$ cat config.mk
export PLATFORM = sky130hd
export DESIGN_NAME = edid_block_reader
export DESIGN_NICKNAME = d
export VERILOG_FILES = /design/src/rtl/edid_pkg.sv /design/src/rtl/edid_block_reader_buffer.sv /design/src/rtl/edid_block_reader.sv
export SDC_FILE = /design/constraint.sdc
export NUM_CORES = 1
export LEC_CHECK = 0
export ABC_CLOCK_PERIOD_IN_PS = 3000
export BUFFER_PORTS_ARGS = -buffer_cell sky130_fd_sc_hd__buf_2
export CAP_MARGIN = 20
export CORE_ASPECT_RATIO = 0.5
export CORE_MARGIN = 1
export CORE_UTILIZATION = 40
export DETAILED_ROUTE_END_ITERATION = 7
export MAX_ROUTING_LAYER = met4
export PLACE_DENSITY = 0.61
export SLEW_MARGIN = 20
export SYNTH_ARGS = -nofsm -noshare
export SYNTH_HDL_FRONTEND = slang
export SYNTH_HIERARCHICAL = 1
export SYNTH_SLANG_ARGS = --single-unit
$ cat constraint.sdc
create_clock -name clk -period 3 [get_ports clk]
set_clock_uncertainty 0.1 [all_clocks]
set_input_delay 0.15 -clock clk [delete_from_list [all_inputs] [get_ports clk]]
set_output_delay 0.15 -clock clk [all_outputs]
set_load 0.1 [all_outputs]
$ cat src/rtl/edid_pkg.sv
// Shared definitions for the EDID block reader: i2c controller opcodes, DDC addresses,
// FSM state encodings and the byte offsets of the first detailed timing descriptor.
package edid_pkg;

  localparam logic [1:0] I2C_INST_START = 2'd0;
  localparam logic [1:0] I2C_INST_STOP  = 2'd1;
  localparam logic [1:0] I2C_INST_READ  = 2'd2;
  localparam logic [1:0] I2C_INST_WRITE = 2'd3;

  localparam logic [7:0] DDC_ADDR_W = 8'hA0;
  localparam logic [7:0] DDC_ADDR_R = 8'hA1;

  localparam logic [63:0] EDID_HEADER      = 64'h00FF_FFFF_FFFF_FF00;
  localparam int          EDID_BLOCK_BYTES = 128;

  localparam int DTD_PCLK_LO = 54;
  localparam int DTD_PCLK_HI = 55;
  localparam int DTD_HACT_LO = 56;
  localparam int DTD_HACT_HI = 58;
  localparam int DTD_VACT_LO = 59;
  localparam int DTD_VACT_HI = 61;

  typedef enum logic [3:0] {
    S_IDLE    = 4'd0,
    S_START_W = 4'd1,
    S_DEV_W   = 4'd2,
    S_OFFS    = 4'd3,
    S_START_R = 4'd4,
    S_DEV_R   = 4'd5,
    S_READ    = 4'd6,
    S_STOP    = 4'd7,
    S_CHECK   = 4'd8,
    S_DONE    = 4'd9
  } state_e;

  // Header byte idx, counted from the first byte on the wire.
  function automatic logic [7:0] hdr_byte(input logic [2:0] idx);
    return EDID_HEADER[8*(7 - int'(idx)) +: 8];
  endfunction

endpackage

$ cat src/rtl/edid_block_reader_buffer.sv
// EDID byte store: one write port fed by the fetch FSM, one registered read port for the text engine.
module edid_block_reader_buffer #(
  parameter int DEPTH   = 128,
  parameter int RADDR_W = 8,
  parameter int WADDR_W = $clog2(DEPTH)
) (
  input  logic               clk_i,
  input  logic               rst_i,
  input  logic               we_i,
  input  logic [WADDR_W-1:0] waddr_i,
  input  logic [7:0]         wdata_i,
  input  logic [RADDR_W-1:0] raddr_i,
  output logic [7:0]         rdata_o
);

  logic [7:0] mem_q [DEPTH];
  logic [7:0] rdata_q;

  always_ff @(posedge clk_i) begin
    if (we_i) begin
      mem_q[waddr_i] <= wdata_i;
    end
  end

  // Addresses beyond the buffer read back as zero.
  always_ff @(posedge clk_i) begin
    if (rst_i) begin
      rdata_q <= 8'h00;
    end else if (int'(raddr_i) < DEPTH) begin
      rdata_q <= mem_q[raddr_i[WADDR_W-1:0]];
    end else begin
      rdata_q <= 8'h00;
    end
  end

  assign rdata_o = rdata_q;

endmodule

$ cat src/rtl/edid_block_reader.sv
// EDID fetch engine: reads NUM_BYTES from DDC slave 0x50 through the byte-level i2c controller,
// validates header and block checksums with automatic retry, and decodes the first DTD.
module edid_block_reader
  import edid_pkg::*;
#(
  parameter int NUM_BYTES    = 128,
  parameter int START_OFFSET = 0,
  parameter int MAX_RETRIES  = 2,
  parameter int ADDR_W       = 8
) (
  input  logic              clk,
  input  logic              rst,
  input  logic              start,
  output logic              busy,
  output logic              done,
  output logic              valid,
  output logic              err,
  output logic [1:0]        i2c_instruction,
  output logic              i2c_enable,
  output logic [7:0]        i2c_byte_to_send,
  input  logic [7:0]        i2c_byte_received,
  input  logic              i2c_complete,
  input  logic [ADDR_W-1:0] rd_addr,
  output logic [7:0]        rd_data,
  output logic [15:0]       pixel_clk_10k,
  output logic [11:0]       h_active,
  output logic [11:0]       v_active
);

  localparam int CNT_W  = ADDR_W + 1;
  localparam int BUF_AW = $clog2(NUM_BYTES);

  state_e             state_q, next_d;
  logic               rel_q;
  logic [CNT_W-1:0]   cnt_q;
  logic [2:0]         retries_q;
  logic [7:0]         sum0_q, sum1_q;
  logic               hdr_ok_q;
  logic               busy_q, done_q, valid_q, err_q, en_q;
  logic [1:0]         inst_q, inst_d;
  logic [7:0]         tx_q, tx_d;
  logic               wr_en_q;
  logic [BUF_AW-1:0]  wr_addr_q;
  logic [7:0]         wr_data_q;
  logic [15:0]        pclk_q;
  logic [11:0]        hact_q, vact_q;
  logic               pass_s;

  assign pass_s = (hdr_ok_q || (START_OFFSET != 0)) && (sum0_q == 8'h00) &&
                  ((NUM_BYTES <= EDID_BLOCK_BYTES) || (sum1_q == 8'h00));

  always_comb begin
    inst_d = I2C_INST_START;
    tx_d   = 8'h00;
    next_d = state_q;
    case (state_q)
      S_START_W: next_d = S_DEV_W;
      S_DEV_W: begin
        inst_d = I2C_INST_WRITE;
        tx_d   = DDC_ADDR_W;
        next_d = S_OFFS;
      end
      S_OFFS: begin
        inst_d = I2C_INST_WRITE;
        tx_d   = 8'(START_OFFSET);
        next_d = S_START_R;
      end
      S_START_R: next_d = S_DEV_R;
      S_DEV_R: begin
        inst_d = I2C_INST_WRITE;
        tx_d   = DDC_ADDR_R;
        next_d = S_READ;
      end
      S_READ: begin
        inst_d = I2C_INST_READ;
        next_d = (cnt_q == CNT_W'(NUM_BYTES)) ? S_STOP : S_READ;
      end
      S_STOP: begin
        inst_d = I2C_INST_STOP;
        next_d = S_CHECK;
      end
      default: next_d = state_q;
    endcase
  end

  always_ff @(posedge clk) begin
    if (rst) begin
      state_q   <= S_IDLE;
      rel_q     <= 1'b0;
      cnt_q     <= '0;
      retries_q <= 3'd0;
      sum0_q    <= 8'h00;
      sum1_q    <= 8'h00;
      hdr_ok_q  <= 1'b0;
      busy_q    <= 1'b0;
      done_q    <= 1'b0;
      valid_q   <= 1'b0;
      err_q     <= 1'b0;
      en_q      <= 1'b0;
      inst_q    <= 2'd0;
      tx_q      <= 8'h00;
      wr_en_q   <= 1'b0;
      wr_addr_q <= '0;
      wr_data_q <= 8'h00;
      pclk_q    <= 16'h0000;
      hact_q    <= 12'h000;
      vact_q    <= 12'h000;
    end else begin
      done_q  <= 1'b0;
      wr_en_q <= 1'b0;
      case (state_q)
        S_IDLE: begin
          if (start) begin
            busy_q    <= 1'b1;
            valid_q   <= 1'b0;
            err_q     <= 1'b0;
            retries_q <= 3'd0;
            sum0_q    <= 8'h00;
            sum1_q    <= 8'h00;
            hdr_ok_q  <= 1'b1;
            cnt_q     <= '0;
            rel_q     <= 1'b0;
            state_q   <= S_START_W;
          end
        end
        S_START_W, S_DEV_W, S_OFFS, S_START_R, S_DEV_R, S_READ, S_STOP: begin
          // Hold the request until complete, then wait for complete to fall before moving on.
          if (!rel_q) begin
            en_q   <= 1'b1;
            inst_q <= inst_d;
            tx_q   <= tx_d;
            if (en_q && i2c_complete) begin
              en_q  <= 1'b0;
              rel_q <= 1'b1;
              if (state_q == S_READ) begin
                wr_en_q   <= 1'b1;
                wr_addr_q <= cnt_q[BUF_AW-1:0];
                wr_data_q <= i2c_byte_received;
                cnt_q     <= cnt_q + CNT_W'(1);
                if (cnt_q < CNT_W'(EDID_BLOCK_BYTES)) begin
                  sum0_q <= sum0_q + i2c_byte_received;
                end else begin
                  sum1_q <= sum1_q + i2c_byte_received;
                end
                if ((cnt_q < CNT_W'(8)) && (i2c_byte_received != hdr_byte(cnt_q[2:0]))) begin
                  hdr_ok_q <= 1'b0;
                end
                if (cnt_q == CNT_W'(DTD_PCLK_LO)) pclk_q[7:0]  <= i2c_byte_received;
                if (cnt_q == CNT_W'(DTD_PCLK_HI)) pclk_q[15:8] <= i2c_byte_received;
                if (cnt_q == CNT_W'(DTD_HACT_LO)) hact_q[7:0]  <= i2c_byte_received;
                if (cnt_q == CNT_W'(DTD_HACT_HI)) hact_q[11:8] <= i2c_byte_received[7:4];
                if (cnt_q == CNT_W'(DTD_VACT_LO)) vact_q[7:0]  <= i2c_byte_received;
                if (cnt_q == CNT_W'(DTD_VACT_HI)) vact_q[11:8] <= i2c_byte_received[7:4];
              end
            end
          end else if (!i2c_complete) begin
            rel_q   <= 1'b0;
            state_q <= next_d;
          end
        end
        S_CHECK: begin
          if (pass_s) begin
            valid_q <= 1'b1;
            state_q <= S_DONE;
          end else if (retries_q < 3'(MAX_RETRIES)) begin
            retries_q <= retries_q + 3'd1;
            sum0_q    <= 8'h00;
            sum1_q    <= 8'h00;
            hdr_ok_q  <= 1'b1;
            cnt_q     <= '0;
            rel_q     <= 1'b0;
            state_q   <= S_START_W;
          end else begin
            err_q   <= 1'b1;
            state_q <= S_DONE;
          end
        end
        S_DONE: begin
          done_q  <= 1'b1;
          busy_q  <= 1'b0;
          state_q <= S_IDLE;
        end
        default: begin
          en_q    <= 1'b0;
          busy_q  <= 1'b0;
          state_q <= S_IDLE;
        end
      endcase
    end
  end

  edid_block_reader_buffer #(
    .DEPTH   (NUM_BYTES),
    .RADDR_W (ADDR_W),
    .WADDR_W (BUF_AW)
  ) u_buffer (
    .clk_i   (clk),
    .rst_i   (rst),
    .we_i    (wr_en_q),
    .waddr_i (wr_addr_q),
    .wdata_i (wr_data_q),
    .raddr_i (rd_addr),
    .rdata_o (rd_data)
  );

  assign busy             = busy_q;
  assign done             = done_q;
  assign valid            = valid_q;
  assign err              = err_q;
  assign i2c_instruction  = inst_q;
  assign i2c_enable       = en_q;
  assign i2c_byte_to_send = tx_q;
  assign pixel_clk_10k    = pclk_q;
  assign h_active         = hact_q;
  assign v_active         = vact_q;

endmodule
==> results.sh <==
export IMPL_num_nets_final=2986
export IMPL_initial_utilization_pct=40.5
export IMPL_die_h_um=238
export IMPL_powerDensity_mw_per_mm2=596
export IMPL_final_instance_count_excl_fill=4537
export IMPL_final_common_cell="sky130_fd_sc_hd__edfxtp_1"
export IMPL_synth_edff_count=1024
export IMPL_maximum_number_of_pins_on_one_net_before_global_route_repair=95
export IMPL_syn_std_cell_area_mm2=0.0447
export IMPL_syn_area_per_cell_um2=16.5
export IMPL_synth_warning_count=6
export IMPL_globalRouteOverflowTotal=0
export IMPL_hold_buffers=12
export IMPL_timing_setup_tns_ns=0
export IMPL_finalSetupViolations=0
export IMPL_fillers=9441
export IMPL_antenna_violating_nets_post_route=0
export IMPL_hold_violations=0
export IMPL_via_count_of_the_first_global_routing_pass=24100
export IMPL_crit_path_max_fanout=12
export IMPL_cts_tree="done"
export IMPL_post_route_min_period_ns=2.52
export IMPL_run_status="finished clean"
export IMPL_drt_pass1_iterations=5
export IMPL_place_port_buffers=77
export IMPL_synth_distinct_cells=62
export IMPL_core_mm2=0.110
export IMPL_synth_async_reset_ratio_pct=0
export IMPL_clock_transition_at_path_regs_ns=0.07
export IMPL_fin_crit_sh_pct=84.1
export IMPL_cellLeakagePower_uw=0.0203
export IMPL_full_die_area_mm2=0.113
export IMPL_sequential_element_share_of_the_synthesized_area_pct=73.2
export IMPL_wirelength_um=107000
export IMPL_synth_main_ff_cell="sky130_fd_sc_hd__edfxtp_1"
export IMPL_final_area_mm2=0.0513
export IMPL_critPathArrivalTime_ns=2.76
export IMPL_placement_setup_worst_slack_ns=0.454
export IMPL_slew_limit_headroom_pct=43.6
export IMPL_area_fraction_of_the_dominant_cell_type_after_synthesis_pct=68.8
export IMPL_layout_area_overhead_vs_synth_pct=14.8
export IMPL_hold_path_class="in2reg"
export IMPL_layout_drive_gt1_share_pct=17.6
export IMPL_io_pins=83
export IMPL_finalWeightedCongestion=0.846
export IMPL_average_wire_per_cell_in_the_routed_design_um=23.5
export IMPL_initial_antenna_violation_count=1
export IMPL_layout_common_cells="1024 x sky130_fd_sc_hd__edfxtp_1, 432 x sky130_fd_sc_hd__mux2i_1, 210 x sky130_fd_sc_hd__nor2_1"
export IMPL_drt_iter0_markers=2470
export IMPL_route_detailed_drc=0
export IMPL_fmax_ghz=0.396
export IMPL_htreeDepth=3
export IMPL_final_count_of_pins_violating_max_slew=0
export IMPL_synth_seq_cells=1123
export IMPL_cts_sink_count=1123
export IMPL_grt_first_pass_wirelength_um=158000
export IMPL_setup_repair_after_global_routing_missed_its_margin="no"
export IMPL_synth_area_top_cells="sky130_fd_sc_hd__edfxtp_1 69%, sky130_fd_sc_hd__mux2i_1 9.7%, sky130_fd_sc_hd__dfxtp_1 4.4%, sky130_fd_sc_hd__mux4_2 3.2%, sky130_fd_sc_hd__a22oi_1 3.0%"
export IMPL_clock_tree_buffer_depth=3
export IMPL_global_route_usage_total_pct=19.4
export IMPL_synth_top_cell_by_area="sky130_fd_sc_hd__edfxtp_1"
export IMPL_setup_worst_path_class="reg2reg"
export IMPL_clk_insertion_delay_late_ns=0.71
export IMPL_cts_resized=0
export IMPL_numPlacedInstances=4331
export IMPL_measured_slew_at_the_worst_slew_check_pin_ns=0.843
export IMPL_finalWorstSetupSlack_ns=0.476
export IMPL_routed_via_density=5.43
export IMPL_vdd_ir_drop_max_mv=0.415
export IMPL_worstSetupStartpointType="register"
export IMPL_post_synth_inst_count=2709
export IMPL_setup_worst_path_end_class="register"
export IMPL_routed_via_count=24600
export IMPL_hold_ws_ns=0.0598
export IMPL_rows=86
export IMPL_worstPathRequired_ns=3.24
export IMPL_drv_cap=0
export IMPL_cts_setup_buffers=0
export IMPL_worst_r2r_setup_slack_ns=0.48
export IMPL_hpwl_um=68100
export IMPL_root_buffer="sky130_fd_sc_hd__clkbuf_16"
export IMPL_dpl_cell_area_mm2=0.0480
export IMPL_cts_made_buffers=103
export IMPL_die_width_um=475
power breakdown:
part           internal, uW  total [uW]  switching, uW
clock network          6910       12700           5750
registers             16800       16800           15.7
logic                   371        1080            712
layer usage:
| metal | vias to the layer above | share of wire (%) | GRT usage [%] |
|---|---|---|---|
| li1 | 11100 | - | - |
| met1 | 12600 | 45 | 27.0 |
| met2 | 823 | 45 | 28.7 |
| met3 | 178 | 7.3 | 4.24 |
| met4 | 0 | 2.7 | 5.67 |
| met5 | - | 0 | - |
worst max-delay path, cell delays in order (launching register included):
cell	delay (ns)
sky130_fd_sc_hd__dfxtp_1	0.59
sky130_fd_sc_hd__nand4b_1	0.55
sky130_fd_sc_hd__buf_4	0.33
sky130_fd_sc_hd__nor2_1	0.56
logic make-up after synthesis:
kind of cell / after synthesis / share of synthesized area, %
buffers and inverters: 181 / 2.39
and+or+nand+nor: 560 / 5.89
AOI/OAI and AO/OA: 317 / 4.82
xor gates and xnor gates: 15 / 0.294
adders and majority gates: 14 / 0.409
other: 1 / 0.00839
DFF: 1123 / 73.2
muxes: 498 / 13.0
metrics by stage:
step,total power [uW],util (%)
finish,30600,46.5
global route,31400,46.5
CTS,30800,46.5
detailed placement,18200,43.4
global placement,18200,43.4
floorplan,17900,-
flip-flops by register name, indices dropped and copies added (netlist names), 4 cells and up:
signal	count
u_buffer/rdata_o	8
cnt_q	9
u_buffer/mem_q	1024
v_active	12
pixel_clk_10k	16
sum0_q	8
wr_data_q	8
wr_addr_q	7
h_active	12
state_q	4
worst paths after layout:
path,start,endpoint,cells past startpoint
worst max register to register,wr_en_q$_SDFF_PP0_,u_buffer/mem_q[14][0]$_DFFE_PP_,3
worst min register to register,retries_q[2]$_SDFFE_PP0P_,retries_q[2]$_SDFFE_PP0P_,2
worst min-delay path,rd_addr[7],u_buffer/rdata_o[2]$_SDFF_PP0_,5
worst max-delay path,wr_en_q$_SDFF_PP0_,u_buffer/mem_q[14][0]$_DFFE_PP_,3
cells in the mapped netlist, drive strengths merged (5+ instances only):
cell,count
nand3,123
clkbuf,70
a22oi,177
dfxtp,99
and2,5
mux2i,432
a41oi,8
nor2,212
ha,13
a21oi,94
a211oi,19
nor3,18
nor4,7
buf,100
nand4,30
inv,11
edfxtp,1024
mux4,64
nor2b,23
nand2,108
xor2,11
o21ai,6
nand3b,6
nand2b,6
final cells by class:
cell class / count / area, um2 / share of cell area (%)
Sequential cell: 1123 / 32800 / 63.9
Multi-Input combinational cell: 1409 / 10900 / 21.3
Clock buffer: 133 / 2740 / 5.34
Timing Repair Buffer: 304 / 2460 / 4.80
Tap cell: 1496 / 1870 / 3.65
Clock inverter: 60 / 473 / 0.922
Inverter: 11 / 41.3 / 0.0805
Antenna cell: 1 / 2.50 / 0.00488
(Power assumes the default switching activity.)
